==> src/rtl/inv_shiftrow.sv <==
// inv_shiftrow: byte-serial AES InvShiftRows with two ping-pong 16-byte banks.
// Define INV_SHIFTROW_FWD_EN to add port fwd, which selects forward ShiftRows per block.
module inv_shiftrow #(
   parameter int DW = 8
) (
   input  logic          clk,
   input  logic          rst_n,
`ifdef INV_SHIFTROW_FWD_EN
   input  logic          fwd,
`endif
   input  logic          in_valid,
   output logic          in_ready,
   input  logic [DW-1:0] in_data,
   output logic          out_valid,
   input  logic          out_ready,
   output logic [DW-1:0] out_data
);
   logic [15:0][DW-1:0] bank0_q, bank0_d, bank1_q, bank1_d;
   logic [1:0] full_q, full_d;
   logic       wr_sel_q, wr_sel_d, rd_sel_q, rd_sel_d;
   logic [3:0] wr_cnt_q, wr_cnt_d, rd_cnt_q, rd_cnt_d;
   logic [3:0] src;
   logic [1:0] src_col;
   logic       wr_acc, rd_acc, wr_last, rd_last, rd_fwd;
`ifdef INV_SHIFTROW_FWD_EN
   logic [1:0] mode_q, mode_d;
   assign rd_fwd = mode_q[rd_sel_q];
`else
   assign rd_fwd = 1'b0;
`endif

   always_comb begin
      in_ready  = ~full_q[wr_sel_q];
      out_valid = full_q[rd_sel_q];
      wr_acc    = in_valid & in_ready;
      rd_acc    = out_valid & out_ready;
      wr_last   = wr_acc && (wr_cnt_q == 4'd15);
      rd_last   = rd_acc && (rd_cnt_q == 4'd15);
      bank0_d   = bank0_q;
      bank1_d   = bank1_q;
      if (wr_acc && !wr_sel_q) bank0_d[wr_cnt_q] = in_data;
      if (wr_acc && wr_sel_q) bank1_d[wr_cnt_q] = in_data;
      // Write and read completions always target different banks
      full_d = full_q;
      if (wr_last) full_d[wr_sel_q] = 1'b1;
      if (rd_last) full_d[rd_sel_q] = 1'b0;
      wr_cnt_d = wr_cnt_q + {3'b000, wr_acc};
      rd_cnt_d = rd_cnt_q + {3'b000, rd_acc};
      wr_sel_d = wr_sel_q ^ wr_last;
      rd_sel_d = rd_sel_q ^ rd_last;
`ifdef INV_SHIFTROW_FWD_EN
      mode_d = mode_q;
      if (wr_last) mode_d[wr_sel_q] = fwd;
`endif
      // Output byte r+4c reads column c-r (inverse) or c+r (forward) of row r
      src_col  = rd_fwd ? rd_cnt_q[3:2] + rd_cnt_q[1:0] : rd_cnt_q[3:2] - rd_cnt_q[1:0];
      src      = {src_col, rd_cnt_q[1:0]};
      out_data = out_valid ? (rd_sel_q ? bank1_q[src] : bank0_q[src]) : '0;
   end

   always_ff @(posedge clk) begin
      bank0_q <= bank0_d;
      bank1_q <= bank1_d;
   end

   always_ff @(posedge clk or negedge rst_n) begin
      if (!rst_n) begin
         full_q   <= '0;
         wr_sel_q <= 1'b0;
         rd_sel_q <= 1'b0;
         wr_cnt_q <= '0;
         rd_cnt_q <= '0;
`ifdef INV_SHIFTROW_FWD_EN
         mode_q   <= '0;
`endif
      end else begin
         full_q   <= full_d;
         wr_sel_q <= wr_sel_d;
         rd_sel_q <= rd_sel_d;
         wr_cnt_q <= wr_cnt_d;
         rd_cnt_q <= rd_cnt_d;
`ifdef INV_SHIFTROW_FWD_EN
         mode_q   <= mode_d;
`endif
      end
   end
endmodule
==> config.mk <==
export PLATFORM = sky130hd
export DESIGN_NAME = inv_shiftrow
export DESIGN_NICKNAME = d
export VERILOG_FILES = /design/src/rtl/inv_shiftrow.sv
export SDC_FILE = /design/constraint.sdc
export NUM_CORES = 1
export LEC_CHECK = 0
export CAP_MARGIN = 30
export CORE_MARGIN = 2
export CORE_UTILIZATION = 26
export CTS_CLUSTER_SIZE = 14
export DETAILED_ROUTE_END_ITERATION = 16
export GPL_ROUTABILITY_DRIVEN = 0
export HOLD_SLACK_MARGIN = 0.1
export PLACE_DENSITY = 0.43
export SLEW_MARGIN = 40
export SYNTH_ARGS = -nofsm -noshare
export SYNTH_HDL_FRONTEND = slang
export SYNTH_SLANG_ARGS = --single-unit
==> constraint.sdc <==
create_clock -name clk -period 2.65 [get_ports clk]
set_input_delay 0.265 -clock clk [delete_from_list [all_inputs] [get_ports clk]]
set_output_delay 0.265 -clock clk [all_outputs]
set_load 0.1 [all_outputs]
==> results.md <==
* Status: finished, violations left
* Failing checks: negative setup slack
* Post-route ant nets at 0
* Iteration count of the initial detailed-routing pass at 4
* Post-cts hold buffer count at 0
* Syn_area_per_cell at 20.5 sq um
* Share of cells above drive strength 1 at about 34%
* Max cap viols at 0
* Worst setup SP type: flop
* Sequential share of the synthesized area at 75.1%
* Worst hold margin at 0.138 ns
* Num rows at 74
* Drt drc at 0
* Register area at 8000 sq um
* CP Class: flop to output pin
* Clock latency on the worst-skew pair at 0.54 ns
* P&R area growth vs syn at 24.7%
* Clock-pin slew on the worst setup and hold paths at 0.06 ns
* Critical Path Most Common Cell: buf_12
* Post-Syn Area at 10600 sq um
* Util after Layout at ~33%
* Largest family of logic cells by synthesized area: multiplexers
* Critical path fanouts, max at 15
* Final hold viol count at 0
* Vias per inst at 4.46
* GRT Total Usage at 12.3%
* Detail Placement HPWL at 16300 microns
* Initial antenna violation count at 0
* Simple-gate share of the synthesized area at 3.45%
* Total global routing overflow at 0
* CP peak stage delay at 0.53 ns
* Slew Viols, Final at 0
* Via count at 5215
* Iter 0 DRT Violations at ~270
* Commonest non-fill, non-tap cell in the layout: edfxtp_1
* Area of the multi-input gates at 2700 sq um
* CTS tree: done
* Leakage power at 4.34 nW
* Post-synth ARST share at 4.48%
* Worst EP required at 2.38 ns
* Slew margin rel. at a little over half
* Nets at 635
* Yosys Warn Count at 0
* Clk_skew at approximately 0.0081 ns
* CP Capture Type: output pin
* N_diodes at 0
* RSZ-0062 raised after global routing: yes
* Post-synthesis xor/xnor area fraction at 0.623%
* Most frequent cells in the layout: edfxtp_1 (256), buf_4 (64), mux4_2 (56), nor2_1 (38), clkbuf_16 (32)
* Final Cycle Share at 113%
* Inserted Clock Buffers at 30
* Fin area at 13300 sq um
* Ys flop type: edfxtp_1
* Clk buf depth at 3
* Initial core utilization at 26.2%
* Worst Tran Pin Value at between 0.6 and 0.7 ns
* Launch point of the worst path: rd_cnt_q[0]
* Core Region at 40600 sq um
* Setup TNS at -2.29 ns
* Dpl cells at roughly 1100
* Drt wl/cell at 21.8 microns
* Die area at 42500 sq um
* Synth unique cells at 39
* Die H at 206 microns
* Die width at a little over 200 microns
* Post-route setup slack at -0.340 ns
* Adder-cell share of the synthesized area at 0.588%
* Slowest cell on crit path: dfrtp_4
* Fillers at approximately 3900
* Power Dens Cells at 1270 nW/um^2
* # setup viols final at 8
* First-pass GRT wire length at 37500 microns
* Max frequency at 334 MHz
* Largest net degree at the start of global routing at 33
* CP delay by family, top: compound AO/OA/AOI/OAI gates
* Count of input and output buffers at 21
* Vias in the first global route at 5463
* Crit-path cells: ha_4 > buf_12 > buf_8 > and2_4 > a221oi_2 > a21oi_2 > o32ai_4 > buf_12
* Worst Hold Class: primary input to asynchronous set/reset pin
* I/O pin cnt at 22
* CP Buf/Inv Count at 3
* Mux share of post-synthesis cell area at 16.2%
* # H-tree levels at 1
* Post-Route WL at 25500 microns
* CTS sink cnt at 268
* Max VDD drop at 0.607 mV
* Syn_nets at between 500 and 600
* Post-synthesis cell count at 518
* Worst endpoint data arrival time at 2.72 ns
* EDFF count, synth at 256
* Placed Instance Area at between 10000 and 15000 sq um
* Root buffer cell: clkbuf_16
* #FFs+latches synth at between 200 and 300
* Crit path time final at 2.99 ns
* Post-synthesis compound-gate area fraction at 2.14%
* Critical register-to-register path startpoint: rd_sel_q
* Layout Cells excl Fill at 1169
## flip-flops by register name (all words and copies together), names as in the netlist
name and cells:
full_q 2, wr_cnt_q 4, rd_sel_q 1, rd_cnt_q 4, wr_sel_q 1, bank1_q 128
bank0_q 128
## layer usage
layer / up-vias / routed length (microns) / part of all wire, % / GRT usage [%]
met5: - / 0 / 0 / 0
met4: 0 / 549 / 2.2 / 3.27
met3: 35 / 821 / 3.2 / 1.34
met2: 73 / 12600 / 49 / 20.8
met1: 2788 / 11600 / 45 / 16.8
li1: 2319 / - / - / -
## stage by stage
stage | total power [mW] | setup WS, ns
final | 16.8 | -0.340
after global routing | 17.5 | -0.400
after floorplan | 9.81 | -0.104
after global placement | 12.3 | 0.0838
after detailed placement | 12.3 | 0.0489
after CTS | 16.7 | -0.368
## power by group
group | internal, mW | switching, mW | total, mW
Combinational | 3.48 | 4.35 | 7.83
Sequential | 4.92 | 0.183 | 5.10
Clock | 2.30 | 1.56 | 3.86
## worst reg2reg max path, cell delays in order (launching register included)
cell     delay, ns
dfrtp_1       0.66
mux2i_1       0.24
buf_4         0.24
nor2b_1       0.11
ha_1          0.21
ha_1          0.19
xor2_1        0.14
## path summary, 6_finish.rpt
kind | endpoint | cells past startpoint | slack [ns]
setup / recovery | out_data[2] | 8 | -0.34
hold / removal | wr_cnt_q[2] | 1 | 0.14
max in group asynchronous | rd_cnt_q[1] | 1 | 2.00
min in group clk | rd_cnt_q[2] | 1 | 0.50
hold reg to reg | rd_cnt_q[2] | 1 | 0.50
setup reg to reg | rd_cnt_q[2] | 6 | 0.73
## synthesized netlist by cell type (2+ instances only)
cell type | instances | area [sq um]
buf_4 | 9 | 67.6
a22o_1 | 3 | 26.3
nand4_1 | 3 | 18.8
mux4_1 | 2 | 52.6
a221o_1 | 3 | 30.0
o2bb2ai_1 | 2 | 17.5
o22a_1 | 2 | 17.5
buf_6 | 3 | 33.8
a2111oi_0 | 2 | 17.5
mux2_2 | 3 | 33.8
and3_1 | 2 | 12.5
nand2b_1 | 3 | 18.8
nor4_1 | 2 | 12.5
nor2b_1 | 7 | 43.8
nand2_1 | 15 | 56.3
nor2_1 | 41 | 154
buf_2 | 6 | 30.0
ha_1 | 5 | 62.6
and2_1 | 5 | 31.3
clkbuf_1 | 7 | 26.3
mux4_2 | 56 | 1260
a21oi_1 | 5 | 25.0
a22oi_1 | 7 | 52.6
xnor2_1 | 3 | 26.3
mux2i_1 | 38 | 380
xor2_1 | 2 | 17.5
o21ai_0 | 2 | 10.0
dfrtp_1 | 12 | 300
edfxtp_1 | 256 | 7690
inv_1 | 3 | 11.3
## logic make-up (layout without fill, tap and decap cells)
| family | count (synthesis) | count (layout) |
|---|---|---|
| simple gates | 81 | 81 |
| fa+ha+maj | 5 | 5 |
| buf+inv | 30 | 149 |
| flops | 268 | 268 |
| mux | 99 | 99 |
| compound gates | 29 | 29 |
| xor+xnor | 6 | 6 |
## area by class of cell
class                           count  area share [%]
Inverter                            3          0.0849
Multi-Input combinational cell    220            20.3
Timing Repair Buffer               95            7.42
Clock buffer                       38            6.05
Tap cell                          532            5.02
Sequential cell                   268            60.3
Clock inverter                     13           0.821
## what timing repair did
action / 4_1_cts / 5_1_grt
setup endpoints to repair: 8 / 8
pin swaps: 6 / 6
buffers inserted: 8 / 3
gates resized for setup: 24 / 15
cloned: 0 / 1
Power figures use the tool's default switching activity.
